[config.mk]
export PLATFORM = sky130hd
export DESIGN_NAME = decay_interval_timer
export DESIGN_NICKNAME = d
export VERILOG_FILES = /design/src/rtl/decay_interval_timer.sv
export SDC_FILE = /design/constraint.sdc
export NUM_CORES = 1
export LEC_CHECK = 0
export BUFFER_PORTS_ARGS = -buffer_cell sky130_fd_sc_hd__buf_2
export CAP_MARGIN = 20
export CORE_MARGIN = 10
export CORE_UTILIZATION = 40
export CTS_BUF_LIST = sky130_fd_sc_hd__clkbuf_8 sky130_fd_sc_hd__clkbuf_16
export DETAILED_ROUTE_END_ITERATION = 12
export GPL_TIMING_DRIVEN = 0
export PLACE_DENSITY = 0.6
export SYNTH_ARGS = -nofsm -noshare
export SYNTH_HDL_FRONTEND = slang
export SYNTH_SLANG_ARGS = --single-unit
[constraint.sdc]
create_clock -name clk -period 2.3 [get_ports clk]
set_input_delay 0.115 -clock clk [delete_from_list [all_inputs] [get_ports clk]]
set_output_delay 0.115 -clock clk [all_outputs]
set_load 0.005 [all_outputs]
[src/rtl/decay_interval_timer.sv]
// decay_interval_timer: start/stop interval timer measuring muon decay time with window, afterpulse veto and holdoff.
module decay_interval_timer #(
  parameter int          CNT_W          = 32,
  parameter int unsigned WINDOW_CYCLES  = 5_000_000,
  parameter int unsigned MIN_GAP        = 2,
  parameter int unsigned HOLDOFF_CYCLES = 16,
  parameter int          DROP_W         = 16
) (
  input  logic              clk,
  input  logic              rst,
  input  logic              enable,
  input  logic              start_hit,
  input  logic              stop_hit,
  output logic [CNT_W-1:0]  interval,
  output logic              interval_valid,
  input  logic              interval_ready,
  output logic              timeout,
  output logic              busy,
  output logic [DROP_W-1:0] dropped_cnt
);
  localparam int HW = HOLDOFF_CYCLES > 1 ? $clog2(HOLDOFF_CYCLES) : 1;
  localparam logic [CNT_W-1:0] WIN = CNT_W'(WINDOW_CYCLES);
  localparam logic [CNT_W-1:0] GAP = CNT_W'(MIN_GAP);
  localparam logic [HW-1:0] HLAST = HW'(HOLDOFF_CYCLES == 0 ? 0 : HOLDOFF_CYCLES - 1);
  typedef enum logic [1:0] {IDLE, ARMED, REPORT, HOLDOFF} state_t;
  // The counter saturates at the window, so the window alone must fit in CNT_W.
  if ((64'(WINDOW_CYCLES) >> CNT_W) != 0) begin : g_bad_window
    $error("WINDOW_CYCLES does not fit in CNT_W bits");
  end
  state_t            r_state, w_state;
  logic [CNT_W-1:0]  r_cnt, w_cnt, r_interval, w_interval;
  logic [HW-1:0]     r_hc, w_hc;
  logic [DROP_W-1:0] r_drop, w_drop;
  logic              r_valid, w_valid, r_timeout, w_timeout, r_busy;
  logic              w_drop_inc;
  state_t            w_after;
  assign w_after    = HOLDOFF_CYCLES == 0 ? IDLE : HOLDOFF;
  assign w_drop_inc = start_hit && (r_state == REPORT || r_state == HOLDOFF) && r_drop != '1;
  assign w_drop     = w_drop_inc ? r_drop + 1'b1 : r_drop;
  always_comb begin
    w_state    = r_state;
    w_cnt      = r_cnt;
    w_hc       = r_hc;
    w_interval = r_interval;
    w_valid    = r_valid;
    w_timeout  = 1'b0;
    case (r_state)
      IDLE: if (enable && start_hit) begin
        w_state = ARMED;
        w_cnt   = CNT_W'(1);
      end
      ARMED: if (!enable) w_state = IDLE;
      else if (stop_hit && r_cnt >= GAP) begin
        w_interval = r_cnt;
        w_valid    = 1'b1;
        w_state    = REPORT;
      end else if (r_cnt == WIN) begin
        w_timeout = 1'b1;
        w_state   = w_after;
        w_hc      = '0;
      end else w_cnt = r_cnt + 1'b1;
      REPORT: if (r_valid && interval_ready) begin
        w_valid = 1'b0;
        w_state = w_after;
        w_hc    = '0;
      end
      default: if (r_hc == HLAST) w_state = IDLE;
      else w_hc = r_hc + 1'b1;
    endcase
  end
  always_ff @(posedge clk) begin
    if (rst) begin
      r_state    <= IDLE;
      r_cnt      <= '0;
      r_hc       <= '0;
      r_interval <= '0;
      r_valid    <= 1'b0;
      r_timeout  <= 1'b0;
      r_busy     <= 1'b0;
      r_drop     <= '0;
    end else begin
      r_state    <= w_state;
      r_cnt      <= w_cnt;
      r_hc       <= w_hc;
      r_interval <= w_interval;
      r_valid    <= w_valid;
      r_timeout  <= w_timeout;
      r_busy     <= w_state != IDLE;
      r_drop     <= w_drop;
    end
  end
  assign interval       = r_interval;
  assign interval_valid = r_valid;
  assign timeout        = r_timeout;
  assign busy           = r_busy;
  assign dropped_cnt    = r_drop;
endmodule

==> flow_summary.json <==
{
  "hold_path_depth": 4,
  "htreeDepth": 3,
  "switching_share_pct": 23.20,
  "crit_family": "simple AND/OR/NAND/NOR gates",
  "synth_cell_types": 55,
  "die_w_um": 124.0,
  "p_leak_uw": 0.002313,
  "final-setup-viol-count": 0,
  "regToRegSetupSlack_ns": 0.003,
  "drt_wl_total_um": 11860,
  "min_from": "interval_ready",
  "power.density_nw_per_um2": 532.5,
  "num_io_pins": 57,
  "crit_type": "flop to flop",
  "ys_seq_elements": 89,
  "syn_inst": 485,
  "cts_tree": "yes",
  "hold_buffers": 0,
  "reg2reg_depth": 6,
  "period_share_pct": 99.87,
  "crit_path_end_kind": "flop",
  "num_vias": 3941,
  "grt_usage_pct": 15.80,
  "hp-class": "input port to flop",
  "synth_nets": 501,
  "cts_made_buffers": 9,
  "cp_num_cells": 6,
  "p_int_uw": 2183,
  "area_growth_pct": 23.40,
  "switchingPower_uw": 659.5,
  "critical_path.max_stage_delay_ns": 0.51,
  "firstDrtPassIters": 5,
  "grt_pass1_vias": 3743,
  "fmax_mhz": 435.4,
  "final_net_count": 576,
  "portBuffers": 55,
  "path_cells": "nand4_1 -> nor4_4 -> and2_2 -> o311ai_4 -> or4_1 -> a21oi_1",
  "clock_path_buffers": 2,
  "seq_power_share_pct": 54.6,
  "start_util_pct": 41.53,
  "max-vdd-ir-drop_v": 0.0003537,
  "synth_area_um2": 4325,
  "postSynthAreaPerCell_um2": 8.918,
  "die_area_um2": 15370,
  "drc": 0,
  "clock_power_share_pct": 40.0,
  "placedCellCount": 676,
  "setup_slack_ns": 0.003006,
  "layout.cells.non_filler": 701,
  "synth_flop_cell": "dfxtp_1",
  "relSlewSlack_pct": 56.99,
  "grt_pass1_wl_um": 19320,
  "outcome": "finished, final reports clean",
  "pwr-share-comb_pct": 5.4,
  "coreArea_um2": 10420,
  "dp_hpwl_um": 8611,
  "rows": 37,
  "worstReg2RegStart": "r_cnt[15]",
  "slew_viol_final": 0,
  "via_per_inst": 5.622,
  "die_y_um": 124.0,
  "rsz0062_at_grt": "true",
  "synth_edf_count": 0,
  "antenna_found_initial": 0,
  "antenna_cells": 0,
  "clk_pin_slew_ns": 0.08,
  "crit_slowest_cell": "dfxtp_1",
  "min_period_ns": 2.297,
  "worstMarginPinSlew_ns": 0.6384,
  "drv_cap": 0,
  "synthArstFlopShare_pct": 0,
  "grt_start_max_net_pins": 14,
  "holdWs_ns": 0.05309,
  "cp-start-kind": "flop",
  "first_iter_violations": 202,
  "clk_latency_ns": 0.38,
  "cp.required_ns": 2.61,
  "hold_viol": 0,
  "grt_overflow_total": 0,
  "final_antenna_net_count": 0,
  "layout_common_cells": "dfxtp_1, nor2_1, buf_2",
  "crit_buf_inv": 0,
  "numClockSinks": 89,
  "wire_per_inst_um": 16.91,
  "skew_ns": 0.01080,
  "crit_arrival_ns": 2.61,
  "path_max_fanout": 8,
  "gp_congestion": 0.8847,
  "yosysWarnings": 0,
  "crit_start": "r_cnt[15]",
  "drive_gt1_share_pct": 24.07,
  "ys_seq_area_share_pct": 41.19,
  "cts_root_buffer": "clkbuf_8",
  "final_common_cell": "dfxtp_1",
  "place_ws_ns": -0.4702
}
==> flip-flops by register name, indices dropped and copies added (netlist names) <==
| name | cells |
|---|---|
| timeout | 1 |
| r_state | 2 |
| busy | 1 |
| r_cnt | 32 |
| interval | 32 |
| interval_valid | 1 |
| r_hc | 4 |
| dropped_cnt | 16 |
==> cell families after synthesis <==
kind of cell | count (synthesis) | synth area share [%]
AND/OR/NAND/NOR | 217 | 27.45
AO/OA/AOI/OAI | 82 | 12.76
XOR/XNOR | 19 | 3.847
adder cells (fa/ha/maj) | 10 | 2.893
buffers and inverters | 30 | 3.008
flip-flops | 89 | 41.19
multiplexers | 38 | 8.852
==> final timing paths <==
check | end
max | r_cnt[30]
min | interval_valid
max reg2reg | r_cnt[30]
min reg2reg | interval[14]
==> final cells by class <==
| cell class | instances | area, µm² |
|---|---|---|
| Clock buffer | 9 | 123.9 |
| Clock inverter | 7 | 80.08 |
| Inverter | 10 | 37.54 |
| Buffer | 18 | 136.4 |
| Sequential cell | 89 | 1799 |
| Tap cell | 136 | 170.2 |
| Multi-Input combinational cell | 368 | 2644 |
| Timing Repair Buffer | 64 | 346.6 |
| Fill cell | 1026 | 5079 |
==> stage by stage <==
stage | utilization (%) | total power (µW) | area (µm²) | setup TNS [ns]
after floorplan | - | 1678 | 4325 | 0
after global placement | 45.80 | 1721 | 4771 | -14.47
after detailed placement | 45.80 | 1724 | 4771 | -17.53
after CTS | 49.66 | 2865 | 5172 | -0.004057
after global routing | 51.24 | 2946 | 5338 | -0.5850
final | 51.24 | 2842 | 5338 | 0
==> cell usage after synthesis (all sizes together), types with 11 or more instances <==
cell	count	area (µm²)
nor2	68	271.5
xor2	15	131.4
nand2	35	131.4
o21ai	19	95.09
a21oi	28	140.1
clkbuf	12	46.29
nand3	21	110.1
nand4	18	112.6
nor4	11	87.59
or4	11	86.33
or3	20	125.1
dfxtp	89	1782
mux2i	36	360.4
==> tightest hold or removal path, cell delays in order <==
cell and delay (ns):
buf_2 0.09, nand2_1 0.05, nand2_1 0.06, a31oi_1 0.06
==> per-layer routing <==
metal	global-route usage, %	wire [µm]
met1	20.80	5492
met2	24.47	5568
met3	3.891	588
met4	6.043	207
met5	0	0
==> power by group through the flow <==
stage / clock [µW] / sequential [µW] / combinational (µW)
after global placement: 0 / 1590 / 131
after CTS: 1170 / 1550 / 145
after global routing: 1230 / 1550 / 167
after detailed placement: 0 / 1590 / 134
after floorplan: 0 / 1590 / 90.4
final: 1140 / 1550 / 153
==> repair_timing <==
item / CTS / global route
pin swaps: 5 / 10
endpoints found under the setup margin: 69 / 72
cloned: 2 / 0
buffers inserted: 3 / 6
resized for setup: 32 / 34
No activity file was read; power rests on OpenSTA's default activity.
